--- config.mk ---
export PLATFORM = sky130hd
export DESIGN_NAME = mem_port_arbiter
export DESIGN_NICKNAME = d
export VERILOG_FILES = /design/src/rtl/mem_port_arbiter.sv
export SDC_FILE = /design/constraint.sdc
export NUM_CORES = 1
export LEC_CHECK = 0
export BUFFER_PORTS_ARGS = -buffer_cell sky130_fd_sc_hd__buf_2
export CORE_MARGIN = 2
export CORE_UTILIZATION = 35
export DETAILED_ROUTE_END_ITERATION = 10
export HOLD_SLACK_MARGIN = 0.15
export MAX_ROUTING_LAYER = met4
export PLACE_DENSITY = 0.63
export REMOVE_ABC_BUFFERS = 1
export SETUP_SLACK_MARGIN = 0.4
export SLEW_MARGIN = 40
export SYNTH_ARGS = -nofsm -noshare
export SYNTH_HDL_FRONTEND = slang
export SYNTH_SLANG_ARGS = --single-unit
--- constraint.sdc ---
create_clock -name clk -period 2.7 [get_ports clk]
set_clock_uncertainty 0.1 [all_clocks]
set_input_delay 0.135 -clock clk [delete_from_list [all_inputs] [get_ports clk]]
set_output_delay 0.135 -clock clk [all_outputs]
set_load 0.01 [all_outputs]
--- src/rtl/mem_port_arbiter.sv ---
// Arbitrates one single-ported 64-bit memory between instruction fetch and data access,
// with data priority, a starvation guard for fetches, and pipeline stall outputs.
`timescale 1ns/1ps
module mem_port_arbiter #(
    parameter int ADDR_W       = 32,
    parameter int STARVE_LIMIT = 4
) (
    input  logic              clk,
    input  logic              reset,
    input  logic              if_req,
    input  logic [ADDR_W-1:0] if_addr,
    output logic              if_ready,
    output logic [31:0]       if_rdata,
    input  logic              d_req,
    input  logic              d_we,
    input  logic [ADDR_W-1:0] d_addr,
    input  logic [63:0]       d_wdata,
    output logic              d_ready,
    output logic [63:0]       d_rdata,
    output logic              mem_req,
    output logic              mem_we,
    output logic [ADDR_W-1:0] mem_addr,
    output logic [63:0]       mem_wdata,
    input  logic [63:0]       mem_rdata,
    input  logic              mem_ready,
    output logic              pc_write,
    output logic              if_id_write,
    output logic              pipe_stall,
    output logic              grant_d
);

    typedef enum logic [1:0] {S_IDLE, S_BUSY, S_RESP} state_t;

    localparam logic [3:0]        LP_LIMIT = 4'(STARVE_LIMIT);
    localparam logic [ADDR_W-1:0] LP_ALIGN = {{(ADDR_W-3){1'b1}}, 3'b000};

    state_t            r_state;
    logic [3:0]        r_starve_cnt;
    logic              r_mem_req;
    logic              r_mem_we;
    logic [ADDR_W-1:0] r_addr;
    logic [63:0]       r_mem_wdata;
    logic              r_grant_d;
    logic              r_if_ready;
    logic              r_d_ready;
    logic [31:0]       r_if_rdata;
    logic [63:0]       r_d_rdata;
    logic              w_pick_d;

    // Data wins unless a waiting fetch has already been passed over STARVE_LIMIT times.
    assign w_pick_d = d_req && !(if_req && (r_starve_cnt == LP_LIMIT));

    always_ff @(posedge clk) begin
        if (reset) begin
            r_state      <= S_IDLE;
            r_starve_cnt <= '0;
            r_mem_req    <= 1'b0;
            r_mem_we     <= 1'b0;
            r_addr       <= '0;
            r_mem_wdata  <= '0;
            r_grant_d    <= 1'b0;
            r_if_ready   <= 1'b0;
            r_d_ready    <= 1'b0;
            r_if_rdata   <= '0;
            r_d_rdata    <= '0;
        end else begin
            case (r_state)
                S_IDLE: begin
                    if (w_pick_d) begin
                        r_addr       <= d_addr;
                        r_mem_we     <= d_we;
                        r_mem_wdata  <= d_wdata;
                        r_grant_d    <= 1'b1;
                        r_mem_req    <= 1'b1;
                        r_starve_cnt <= if_req ? r_starve_cnt + 4'd1 : '0;
                        r_state      <= S_BUSY;
                    end else if (if_req) begin
                        r_addr       <= if_addr;
                        r_mem_we     <= 1'b0;
                        r_grant_d    <= 1'b0;
                        r_mem_req    <= 1'b1;
                        r_starve_cnt <= '0;
                        r_state      <= S_BUSY;
                    end
                end
                S_BUSY: begin
                    if (mem_ready) begin
                        r_mem_req <= 1'b0;
                        r_mem_we  <= 1'b0;
                        if (r_grant_d) begin
                            if (!r_mem_we) begin
                                r_d_rdata <= mem_rdata;
                            end
                            r_d_ready <= 1'b1;
                        end else begin
                            // Full fetch address is kept so bit 2 selects the instruction word.
                            r_if_rdata <= r_addr[2] ? mem_rdata[63:32] : mem_rdata[31:0];
                            r_if_ready <= 1'b1;
                        end
                        r_state <= S_RESP;
                    end
                end
                S_RESP: begin
                    r_if_ready <= 1'b0;
                    r_d_ready  <= 1'b0;
                    r_state    <= S_IDLE;
                end
                default: begin
                    r_state <= S_IDLE;
                end
            endcase
        end
    end

    assign mem_req     = r_mem_req;
    assign mem_we      = r_mem_we;
    assign mem_addr    = r_addr & LP_ALIGN;
    assign mem_wdata   = r_mem_wdata;
    assign grant_d     = r_grant_d;
    assign if_ready    = r_if_ready;
    assign d_ready     = r_d_ready;
    assign if_rdata    = r_if_rdata;
    assign d_rdata     = r_d_rdata;
    assign pc_write    = ~(if_req & ~r_if_ready);
    assign if_id_write = ~(if_req & ~r_if_ready);
    assign pipe_stall  = d_req & ~r_d_ready;

endmodule

# Word-level counts from Yosys, hierarchy flattened
# Cells that the tools add are included.
[classes]
n_addsub = 1
n_eq_ne = 7
muxes = 24
n_bitwise = 7
n_reduce_logical = 15
[op_table]
columns = ["cell", "n"]
rows = [
  ["2-to-1 mux 32 bit", 3],
  ["2-to-1 mux 4 bit", 3],
  ["AND reduction 3 bit", 4],
  ["2-to-1 mux 1 bit", 10],
  ["one-hot mux 1 bit (2 select lines)", 4],
  ["2-to-1 mux 2 bit", 3],
  ["inequality test 2 bit, second input constant", 3],
  ["AND reduction 2 bit", 3],
  ["nonzero test 2 bit", 3],
  ["NOT 1 bit", 5],
  ["adder 4 x 1 -> 4 bit, second input constant", 1],
  ["== test 4 x 3 -> 1 bit, second input constant", 1],
  ["one-hot mux 2 bit (2 select lines)", 1],
  ["AND reduction 4 bit", 1],
  ["inequality test 3 bit, second input constant", 1],
  ["bitwise AND 1 bit", 2],
  ["== test 2 x 1 -> 1 bit, second input constant", 1],
  ["== test 2 bit, second input constant", 1],
  ["logical AND 1 bit", 2],
  ["zero test 2 bit", 1],
  ["zero test 1 bit", 1],
]
[word_totals]
register_bits = 203
inputBits = 198
output_inout_bits = 200

# Depth between registers and ports, before layout
# Gate-level depths: netlist (run 1).
[logic_depth]
ltp_word = 6
mapped_depth = 7
depth_no_buf = 5

# Worst setup path before layout (run 1)
# OpenSTA, ideal clock, no wires.
[synth_timing]
kind = "reg-to-reg"
start = "reg r_starve_cnt[0]"
end = "reg r_addr[13]"
setup_time_ps = 147
arrival_ps = 1312
slack_ps = 1141
stages_incl_launch_ff = 8
synth_period_minus_slack_ps = 1559
path_cell_list = "dfxtp_1 -> inv_1 -> ha_1 -> and4b_1 -> buf_6 -> buf_6 -> o21ai_1 -> a311oi_2"
[synth_via]
elab_chain_len = 6
[synth_rtl]
columns = ["item", "line", "source"]
rows = [
  ["start, declared", "38", "logic [3:0] r_starve_cnt;"],
  ["start signal, assigned", "75", "r_starve_cnt <= if_req ? r_starve_cnt + 4'd1 : '0;"],
  ["== test 4 x 3 -> 1 bit (*)", "51", "assign w_pick_d = d_req && !(if_req && (r_starve_cnt == LP_LIMIT));"],
  ["logical AND 1 bit (*)", "51", ""],
  ["zero test 1 bit (*)", "51", ""],
  ["logical AND 1 bit (*)", "51", ""],
  ["nonzero test 2 bit (no line)", "--", ""],
  ["AND reduction 2 bit (no line)", "--", ""],
  ["end signal, assigned", "70", "r_addr <= d_addr;"],
  ["end signal, assigned", "78", "r_addr <= if_addr;"],
  ["end, declared", "41", "logic [ADDR_W-1:0] r_addr;"],
]
# Every way passes the cells marked *; elsewhere a longest branch is shown, timed or not.
# A chain may end at the register's enable or synchronous reset.

# Worst setup path after layout (run 1)
[layout_timing]
start = "reg r_starve_cnt[0]"
end = "reg r_mem_wdata[46] (netlist: mem_wdata[46])"
[layout_via]
elab_chain_len = 5
[layout_rtl]
columns = ["item", "line", "source"]
rows = [
  ["== test 4 x 3 -> 1 bit", "51", ""],
  ["logical AND 1 bit", "51", ""],
  ["zero test 1 bit", "51", ""],
  ["logical AND 1 bit", "51", ""],
  ["AND reduction 2 bit (no line)", "--", ""],
  ["end signal, assigned", "72", "r_mem_wdata <= d_wdata;"],
  ["end, declared", "42", "logic [63:0] r_mem_wdata;"],
]
# No other way between the ends.

==> results of run 1 <==
-- logic make-up after synthesis --
| family | after synthesis | share of synthesized area |
|---|---|---|
| xor+xnor | 2 | 0.00198 |
| fa+ha+maj | 2 | 0.00283 |
| compound gates | 394 | 0.270 |
| mux | 32 | 0.0363 |
| flops | 201 | 0.456 |
| buf+inv | 152 | 0.105 |
| other cells | 1 | 0.000425 |
| simple gates | 223 | 0.127 |
-- per-stage QoR --
stage               hold slack, ns  instance area [um2]  power [W]
finish                       0.319                13500    0.00793
global route                 0.330                13500    0.00825
CTS                          0.292                13400    0.00796
detailed placement           0.294                10700    0.00453
global placement             0.287                10700    0.00451
floorplan                   0.0996                 7920    0.00389
-- critical path, cell delays in order (launching register included) --
cell     delay (ns)
dfxtp_1        0.33
inv_1          0.09
ha_1           0.17
and4b_4        0.60
buf_4          0.39
o21ai_1        0.14
a21oi_1        0.23
-- area by class of cell --
class	count	area, um2	share of cell area
multi-input combinational	657	3930	0.291
sequential	201	4030	0.299
clock inverter	9	108	0.00798
inverter	3	11.3	0.000835
tap	330	413	0.0306
clock buffer	32	669	0.0497
timing repair buffer	624	4330	0.321
-- power by group through the flow --
stage                     combinational (W)  sequential [W]  clock (W)
after floorplan                    0.000503         0.00339          0
after global placement              0.00121         0.00329          0
after detailed placement            0.00123         0.00330          0
after CTS                           0.00145         0.00324    0.00327
after global routing                0.00160         0.00326    0.00339
final                               0.00148         0.00324    0.00320
-- registers in the layout (all words and copies together), names as in the netlist --
| register | flops |
|---|---|
| mem_req | 1 |
| d_ready | 1 |
| r_state | 2 |
| if_rdata | 32 |
| grant_d | 1 |
| mem_wdata | 64 |
| mem_we | 1 |
| if_ready | 1 |
| r_starve_cnt | 4 |
| r_addr | 30 |
| d_rdata | 64 |
-- final timing paths --
path                   start             to  slack [ns]  cells past startpoint
min reg2reg          mem_req        mem_req        0.36                      2
max          r_starve_cnt[0]  mem_wdata[46]        0.54                      6
max reg2reg  r_starve_cnt[0]  mem_wdata[46]        0.54                      6
min               d_wdata[8]   mem_wdata[8]        0.32                      4
-- cell usage in the layout (no fill, tap or decap), drive strengths merged, types with 2 or more instances in the layout --
cell type,count
clkinv,4
nor2b,3
buf,429
or3b,2
a311oi,30
clkinvlp,2
bufinv,2
nand2b,4
nand4b,2
dlygate4sd3,195
nand4,3
conb,3
nor2,39
dfxtp,201
nand2,3
ha,2
clkbuf,32
inv,4
mux2i,32
nand3,160
xor2,2
or2,2
a21oi,166
a211oi,32
o21ai,162
-- per-layer routing --
layer,global-route usage,up-vias,share of wire
met2,0.392,507,0.47
li1,-,4624,-
met4,0.101,0,0.042
met5,-,-,0
met3,0.0461,104,0.079
met1,0.284,4549,0.41
-- synthesized netlist by cell type (2+ instances only) --
| master | number |
|---|---|
| a211oi_1 | 22 |
| nand2_1 | 3 |
| buf_2 | 24 |
| nand2b_1 | 4 |
| nand4_1 | 3 |
| buf_6 | 20 |
| a311oi_1 | 4 |
| or2_1 | 2 |
| nand4b_1 | 2 |
| nor2_1 | 39 |
| nor2b_1 | 2 |
| ha_1 | 2 |
| a211oi_2 | 10 |
| clkbuf_1 | 54 |
| buf_1 | 3 |
| dfxtp_1 | 201 |
| buf_4 | 48 |
| nand3_1 | 160 |
| a21oi_1 | 166 |
| inv_1 | 2 |
| a311oi_2 | 26 |
| o21ai_0 | 71 |
| mux2i_1 | 32 |
| o21ai_1 | 91 |
| xor2_1 | 2 |
-- repair_timing --
item                                    in CTS  in global routing
hold buffers                               195                  0
endpoints found under the setup margin       0                  1
resized for setup                            0                  2
hold endpoints to repair                   200                  0
buffers inserted                             0                  5
==> reports/metrics.yaml, run 1 <==
clk_pin_slew_ns: 0.06
ys.flop_type: "dfxtp_1"
syn_area_mm2: 0.00883
gp_congestion: 0.868
synth_area_leaders: "dfxtp_1, a21oi_1, nand3_1, o21ai_1, a311oi_2"
syn_area_per_cell_um2: 8.77
clkPwrFrac: 0.404
ys_warn_count: 0
grt_usage: 0.238
timing.final.ws_setup_ns: 0.539
wl_per_cell_um: 17.5
synth_top_area_frac: 0.456
endpoint_kind: "register"
place_ws_ns: 0.642
clk_latency_ns: 0.51
grt_pass1_wl_mm: 50.3
p_comb_frac: 0.187
crit_type: "register to register"
antenna_left: 0
tightest_slew_ns: 0.749
required_ns: 3.01
rsz0062_at_grt: "false"
dpl.hpwl_mm: 19.5
yosysTopAreaCell: "dfxtp_1"
antenna_cells: 0
synth_edf_count: 0
cts_buffers: 23
drive_gt1_frac: 0.338
yosysUniqueCellTypes: 39
ios: 398
area_growth_pct: 52.6
ys_seq_area_frac: 0.456
cts_max_level: 1
cell_internal_pwr_w: 0.00576
leakage_nw: 5.74
antenna_found_initial: 0
drt_wl_total_mm: 32.5
outcome: "finished clean"
fillers: 2214
cts.sinks: 201
die_w_um: 163
fin_tns_setup_ns: 0
instances_no_fill: 1856
relSlewSlack: 0.501
hold_viol: 0
slew_viol_final: 0
maxCapViolCount: 0
grt_overflow_total: 0
drc: 0
ys_seq_elements: 201
ctsRootBufferMaster: "clkbuf_16"
power.density_mw_per_mm2: 588
synthCells: 1007
p_sw_w: 0.00217
switching_share: 0.274
nets: 1710
ir_drop_uv: 413
grt_pass1_vias: 9775
die-height_um: 163
arrival_ns: 2.47
worstSetupStartpointType: "register"
fin_util: 0.540
timing.final.crit_period_ns: 2.16
cts_tree: "done"
timing.final.crit_share: 0.800
async_reset_ff_frac: 0
design.die.area_mm2: 0.0265
placed_cells: 1614
viasPerCell: 5.27
max_freq_ghz: 0.463
dr.pass1.iters: 5
grt_max_degree: 80
power_frac_seq: 0.409
path_max_fanout: 33
num_rows: 58
ctsLongestPathBuffers: 3
portBuffers: 390
core_mm2: 0.0250
hp-class: "primary input to register"
vias: 9784
setup-violations-final: 0
drt_iter0_drc: 870
initial_core_util: 0.354
Note: power is estimated with default switching activity, not from simulation.
==> run 2, diff against run 1 <==
==> constraint.sdc (replaced) <==
create_clock -name clk -period 2.15 [get_ports clk]
set_clock_uncertainty 0.1 [all_clocks]
set_input_delay 0.1075 -clock clk [delete_from_list [all_inputs] [get_ports clk]]
set_output_delay 0.1075 -clock clk [all_outputs]
set_load 0.01 [all_outputs]
==> run 2 against run 1 <==
  * Worst setup slack lost 0.11 ns
  * Combinational power grew 27%
  * Count of clock-buffer cells in the layout grew 3
==> reports/metrics.yaml, run 2 (synthesis gave the netlist of run 1 again) <==
cts.sinks: 201
power.density_mw_per_mm2: 709
drc: 0
fin_tns_setup_ns: 0
grt_pass1_vias: 9619
cts_tree: "done"
clkPwrFrac: 0.393
post_dp_cell_area_mm2: 0.0107
grt_pass1_wl_mm: 50.4
mostFrequentLayoutCell: "buf_2"
die-height_um: 163
outcome: "finished clean"
leakage_nw: 5.85
final_cell_area_mm2: 0.0138
grt_usage: 0.239
setup-violations-final: 0
hold_viol: 0
design.die.area_mm2: 0.0265
p_comb_frac: 0.192
cts_buffers: 23
clk_latency_ns: 0.50
ctsRootBufferMaster: "clkbuf_16"
timing.final.crit_period_ns: 1.73
grt_max_degree: 77
rrSetupSlack_ns: 0.42
antenna_left: 0
ir_drop_uv: 563
path_max_fanout: 19
wl_per_cell_um: 18.1
rsz0062_at_grt: "true"
endpoint_kind: "register"
cpMaxStageDelayCell: "dfxtp_2"
ios: 398
required_ns: 2.43
initial_core_util: 0.354
dpl.hpwl_mm: 18.8
relSlewSlack: 0.531
final_cell_mix: "buf_2, dfxtp_1, dlygate4sd3_1"
fillers: 2197
gp_congestion: 0.815
tightest_slew_ns: 0.703
slew_viol_final: 0
p_sw_w: 0.00268
num_rows: 58
antenna_found_initial: 0
dr.pass1.iters: 5
timing.final.crit_share: 0.802
core_mm2: 0.0250
cts_max_level: 1
max_freq_ghz: 0.580
clk_pin_slew_ns: 0.06
vias: 9837
nets: 1715
switching_share: 0.274
power_frac_seq: 0.415
worstSetupStartpointType: "register"
ctsLongestPathBuffers: 3
area_growth_pct: 56.3
path_cells: "inv_1, ha_4, and4b_4, buf_12, buf_4, clkbuf_16, o21ai_1, a21oi_1"
maxCapViolCount: 0
cell_internal_pwr_w: 0.00711
drive_gt1_frac: 0.349
crit_type: "register to register"
drt_iter0_drc: 948
die_w_um: 163
grt_overflow_total: 0
hp-class: "primary input to register"
max_stage_delay_ns: 0.33
portBuffers: 390
arrival_ns: 2.01
viasPerCell: 5.28
drt_wl_total_mm: 33.7
==> run 2: path summary, 6_finish.rpt <==
check,start,endpoint,depth (start not counted)
hold reg to reg,mem_req,mem_req,2
setup reg to reg,r_starve_cnt[1],mem_wdata[36],8
hold / removal,d_wdata[16],mem_wdata[16],4
setup / recovery,r_starve_cnt[1],mem_wdata[36],8
==> run 2: metal layers <==
| metal | vias to the layer above | track usage | part of all wire |
|---|---|---|---|
| met5 | - | - | 0 |
| met4 | 0 | 0.0821 | 0.027 |
| met3 | 71 | 0.0438 | 0.080 |
| met2 | 521 | 0.402 | 0.49 |
| met1 | 4605 | 0.288 | 0.41 |
| li1 | 4640 | - | - |
==> run 2: timing repair <==
action	4_1_cts	5_1_grt
buffers inserted	3	6
setup endpoints to repair	19	124
resized for setup	3	25
hold buffers	193	0
pin swaps	0	2
cloned	1	7
endpoints found under the hold margin	200	0
==> run 2: cell type report <==
cell class                 count  area, um2  area share
antenna                        1       2.50    0.000181
clock buffer                  35        681      0.0493
clock inverter                 6       57.6     0.00417
inverter                       3       13.8    0.000997
multi-input combinational    656       3960       0.287
sequential                   201       4030       0.292
tap                          330        413      0.0299
timing repair buffer         630       4650       0.337
==> run 2: stage by stage <==
stage	total power, W	util	cells	worst slack (ns)	hold WS [ns]
detailed placement	0.00570	0.430	1610	0.332	0.264
global route	0.0102	0.553	1861	0.377	0.304
global placement	0.00567	0.430	1610	0.387	0.260
finish	0.00979	0.553	1862	0.425	0.305
floorplan	0.00489	-	860	-1.56	0.0721
CTS	0.00985	0.540	1848	0.401	0.275
==> run 2: worst max-delay path, delay by kind of cell (launching register included) <==
family / cells / cell delay, ns
fa+ha+maj: 1 / 0.16
compound gates: 2 / 0.28
flops: 1 / 0.33
buf+inv: 4 / 0.51
simple gates: 1 / 0.22
==> run 2: power by group through the flow <==
stage	combinational [W]	clock, W	sequential, W
floorplan	0.000631	0	0.00425
finish	0.00188	0.00385	0.00407
CTS	0.00184	0.00395	0.00406
detailed placement	0.00156	0	0.00414
global route	0.00202	0.00409	0.00409
global placement	0.00154	0	0.00413
